File: config.mk
export PLATFORM = sky130hd
export DESIGN_NAME = bus_gate_arbiter
export DESIGN_NICKNAME = d
export VERILOG_FILES = /design/src/rtl/bus_gate_arbiter.sv
export SDC_FILE = /design/constraint.sdc
export NUM_CORES = 1
export LEC_CHECK = 0
export ABC_AREA = 1
export CAP_MARGIN = 20
export CORE_UTILIZATION = 37
export DETAILED_ROUTE_END_ITERATION = 8
export GPL_TIMING_DRIVEN = 0
export PLACE_DENSITY = 0.77
export SKIP_LAST_GASP = 1
export SLEW_MARGIN = 0
export SYNTH_ARGS = -nofsm -noshare
export SYNTH_HDL_FRONTEND = slang
export SYNTH_SLANG_ARGS = --single-unit
File: constraint.sdc
create_clock -name Clk -period 1.9 [get_ports Clk]
set_clock_uncertainty 0.2 [all_clocks]
set_input_delay 0.38 -clock Clk [delete_from_list [all_inputs] [get_ports Clk]]
set_output_delay 0.38 -clock Clk [all_outputs]
set_load 0.02 [all_outputs]
File: src/rtl/bus_gate_arbiter.sv
// bus_gate_arbiter: registered N-source gate-onto-bus selector with fixed-priority or round-robin
// arbitration, grant locking and conflict detection. Define BUS_ARB_CONFLICT_CNT_EN for Conflict_count.
module bus_gate_arbiter #(
    parameter int WIDTH     = 16,
    parameter int N         = 4,
    parameter bit RR_MODE   = 1'b0,
    parameter bit HOLD_LAST = 1'b1
) (
    input  logic               Clk,
    input  logic               Reset_n,
    input  logic [N-1:0]       Gate,
    input  logic [N*WIDTH-1:0] Data_in,
    input  logic               Lock,
    input  logic               Clear_conflict,
    output logic [WIDTH-1:0]   Bus_out,
    output logic [N-1:0]       Grant,
    output logic               Bus_valid,
    output logic               Conflict,
`ifdef BUS_ARB_CONFLICT_CNT_EN
    output logic               Conflict_sticky,
    output logic [7:0]         Conflict_count
`else
    output logic               Conflict_sticky
`endif
);
    localparam int IW = $clog2(N);

    logic [N-1:0][WIDTH-1:0] src;
    logic [IW-1:0]           ptr;
    logic [IW-1:0]           held_idx;
    logic [IW-1:0]           win_idx;
    logic [IW-1:0]           cand;
    logic                    lock_hit;
    logic                    any_gate;
    logic                    multi;

    assign src      = Data_in;
    assign any_gate = |Gate;
    assign multi    = $countones(Gate) > 1;
    // Grant is one-hot, so any overlap with Gate means the holder still requests.
    assign lock_hit = Lock && |(Grant & Gate);

    always_comb begin
        held_idx = '0;
        for (int i = 0; i < N; i++)
            if (Grant[i]) held_idx = IW'(i);
    end

    // Loops run from the far end so the last hit is the highest-priority candidate.
    always_comb begin
        win_idx = '0;
        cand    = '0;
        if (lock_hit) begin
            win_idx = held_idx;
        end else if (!RR_MODE) begin
            for (int i = N - 1; i >= 0; i--)
                if (Gate[i]) win_idx = IW'(i);
        end else begin
            for (int k = N; k >= 1; k--) begin
                cand = IW'((int'(ptr) + k) % N);
                if (Gate[cand]) win_idx = cand;
            end
        end
    end

    always_ff @(posedge Clk or negedge Reset_n) begin
        if (!Reset_n) begin
            Bus_out         <= '0;
            Grant           <= '0;
            Bus_valid       <= 1'b0;
            Conflict        <= 1'b0;
            Conflict_sticky <= 1'b0;
            ptr             <= IW'(N - 1);
        end else begin
            Conflict        <= multi;
            Conflict_sticky <= multi | (Conflict_sticky & ~Clear_conflict);
            if (any_gate) begin
                Bus_out   <= src[win_idx];
                Grant     <= {{(N-1){1'b0}}, 1'b1} << win_idx;
                Bus_valid <= 1'b1;
                if (!lock_hit) ptr <= win_idx;
            end else begin
                Grant     <= '0;
                Bus_valid <= 1'b0;
                if (!HOLD_LAST) Bus_out <= '0;
            end
        end
    end

`ifdef BUS_ARB_CONFLICT_CNT_EN
    always_ff @(posedge Clk or negedge Reset_n) begin
        if (!Reset_n)
            Conflict_count <= '0;
        else if (Clear_conflict)
            Conflict_count <= {7'd0, multi};
        else if (multi && Conflict_count != 8'hFF)
            Conflict_count <= Conflict_count + 8'd1;
    end
`endif
endmodule
==> results.sh <==
export IMPL_rsz0062_at_grt="true"
export IMPL_grt_max_degree=24
export IMPL_wl_met2_um=2950
export IMPL_slew_headroom_pct=71.2
export IMPL_ys_warn_count=0
export IMPL_syn_area_um2=1750
export IMPL_place_ws_ns=-0.527
export IMPL_final_nets=462
export IMPL_finalHoldViolCount=0
export IMPL_finalSetupViolCount=3
export IMPL_violations="DRC, setup timing"
export IMPL_clockBufferDepth=2
export IMPL_wl_per_cell_um=13.7
export IMPL_cts_root_buf="clkbuf_8"
export IMPL_startpoint_type="flip-flop"
export IMPL_fin_crit_sh_pct=100
export IMPL_portBuffers=94
export IMPL_clock_latency_ns=0.25
export IMPL_drive_above_1_share_pct=12.9
export IMPL_fin_ws_ns=-0.00795
export IMPL_worst_setup_path_end_kind="flip-flop"
export IMPL_status="finished, violations left"
export IMPL_drt_wl_total_um=6000
export IMPL_die_area_um2=5010
export IMPL_routed_via_density=5.03
export IMPL_initial_core_util_pct=39.4
export IMPL_final_min_clock_period_ns=1.91
export IMPL_cp_arrival_ns=1.86
export IMPL_dp_hpwl_um=4370
export IMPL_clk_pin_slew_ns=0.08
export IMPL_yosysSeqAreaShare_pct=32.9
export IMPL_leakage_nw=1.57
export IMPL_ys_types=21
export IMPL_numCtsBuffers=3
export IMPL_dr_wl_met3_um=479
export IMPL_tightest_slew_ns=0.432
export IMPL_dr_pass1_iters=7
export IMPL_htreeDepth=1
export IMPL_core_area_um2=4440
export IMPL_clock_sinks=23
export IMPL_gp_congestion=0.876
export IMPL_wl_met1_um=2510
export IMPL_route_detailed_drc=10
export IMPL_critPathMaxFanout=6
export IMPL_die_w_um=70.8
export IMPL_drv_slew=0
export IMPL_ir_drop_mv=0.431
export IMPL_cts_tree="built"
export IMPL_synth_seq_cells=23
export IMPL_highest_layer="met4"
export IMPL_place_area_um2=2760
export IMPL_grt_pass1_wl_um=9230
export IMPL_critPathKind="reg2reg"
export IMPL_num_io_pins=95
export IMPL_vias=2210
export IMPL_required_ns=1.86
export IMPL_chipHeight_um=70.8
export IMPL_max_freq_mhz=524
export IMPL_rows=24
export IMPL_num_antenna_cells=0
export IMPL_antenna_found_initial=0
export IMPL_grt_pass1_vias=2038
export IMPL_whs_ns=0.142
export IMPL_maxCapViolations=0
export IMPL_powerDensity_nw_per_um2=779
export IMPL_area_delta_synth_final_pct=72.5
export IMPL_fin_setup_tns_ns=-0.0167
export IMPL_track_usage_pct=23.1
export IMPL_syn_nets=351
export IMPL_final_antenna_net_count=0
export IMPL_hold_path_class="in2async"
export IMPL_syn_mean_instance_area_um2=6.31
export IMPL_drt_iter0_drc=138
export IMPL_cts_hold_buf=0
export IMPL_syn_inst=277
export IMPL_gr_total_overflow=0
export IMPL_final_cell_area_um2=3020
layout make-up:
type | count | area [um^2]
Multi-Input combinational cell | 224 | 1070
Tap cell | 52 | 65.1
Timing Repair inverter | 1 | 6.26
Inverter | 13 | 56.3
Buffer | 17 | 146
Fill cell | 392 | 1430
Timing Repair Buffer | 105 | 1060
Sequential cell | 23 | 576
Clock buffer | 4 | 45.0
worst paths after layout:
kind / slack [ns] / start / cells past startpoint / endpoint
setup / recovery: -0.008 / Grant[3] / 11 / Bus_out[0]
hold / removal: 0.14 / Reset_n / 1 / Bus_out[0]
setup reg to reg: -0.008 / Grant[3] / 11 / Bus_out[0]
hold reg to reg: 0.29 / Bus_out[5] / 2 / Bus_out[5]
max in group asynchronous: 0.98 / Reset_n / 2 / Conflict
min in group Clk: 0.29 / Bus_out[5] / 2 / Bus_out[5]
stage by stage:
step	utilization, %	std cells	power, W
finish	67.9	439	0.00235
global route	67.9	439	0.00250
CTS	65.2	431	0.00227
detailed placement	62.0	423	0.00191
global placement	62.0	423	0.00189
floorplan	-	277	0.00136
placed cells by master (no fill, tap or decap), types with 2 or more instances in the layout:
cell             instances
nand2_1                133
clkdlybuf4s50_1         87
nand3_1                 63
dfrtp_1                 23
buf_4                   13
inv_1                   12
nand2_2                  7
buf_6                    7
dlygate4sd2_1            5
nor2_1                   3
buf_2                    3
clkbuf_8                 3
o21ai_4                  2
nand2_4                  2
nand3_4                  2
nor3_1                   2
nor3_2                   2
clkbuf_1                 2
dlymetal6s2s_1           2
critical path, stage by stage (launching register included):
cell,delay [ns]
dfrtp_1,0.43
nand2_1,0.09
nand2_2,0.08
o21ai_4,0.30
nand2_4,0.15
buf_2,0.19
nand3_1,0.07
nand2_1,0.05
nand2_1,0.05
nand2_1,0.08
nand2_1,0.07
nand2_1,0.05
registers in the layout, summed over array words and instances, names as in the netlist:
signal	cells
Bus_out	16
Bus_valid	1
Conflict	1
Conflict_sticky	1
Grant	4
kinds of logic after synthesis:
family	count (synthesis)	share of synthesized area (%)
and+or+nand+nor	215	52.6
adders and majority gates	2	1.86
AOI/OAI and AO/OA	7	3.65
DFF	23	32.9
buffers and inverters	30	9.01
per-layer routing:
layer | vias up | GRT usage (%)
li1 | 1102 | -
met1 | 1012 | 30.0
met2 | 92 | 41.1
met3 | 4 | 4.42
met4 | 0 | 2.89
met5 | - | 0
cell usage after synthesis:
library cell	count	area [um^2]
fa_1	1	20.0
nand2_2	6	37.5
o21ai_4	2	32.5
buf_4	1	7.51
ha_1	1	12.5
buf_2	12	60.1
nand3_1	66	330
buf_8	1	15.0
inv_8	1	11.3
a21oi_1	2	10.0
inv_1	12	45.0
a21o_2	1	8.76
buf_6	1	11.3
clkbuf_1	2	7.51
nand2_1	136	510
o21bai_1	1	7.51
dfrtp_1	23	576
o21ai_0	1	5.00
nor3_2	2	20.0
nor3_1	2	10.0
nor2_1	3	11.3
power by group:
group          switching (W)  internal, W  leakage (nW)
Sequential         0.0000786     0.000607         0.275
Combinational       0.000722     0.000647          1.27
Clock               0.000146     0.000149        0.0228
timing repair:
action / 4_1_cts / 5_1_grt
setup buffers: 4 / 4
pin swaps: 4 / 11
setup endpoints to repair: 20 / 20
gates resized for setup: 25 / 13
gates cloned: 0 / 3
Note: power is estimated with default switching activity, not from simulation.
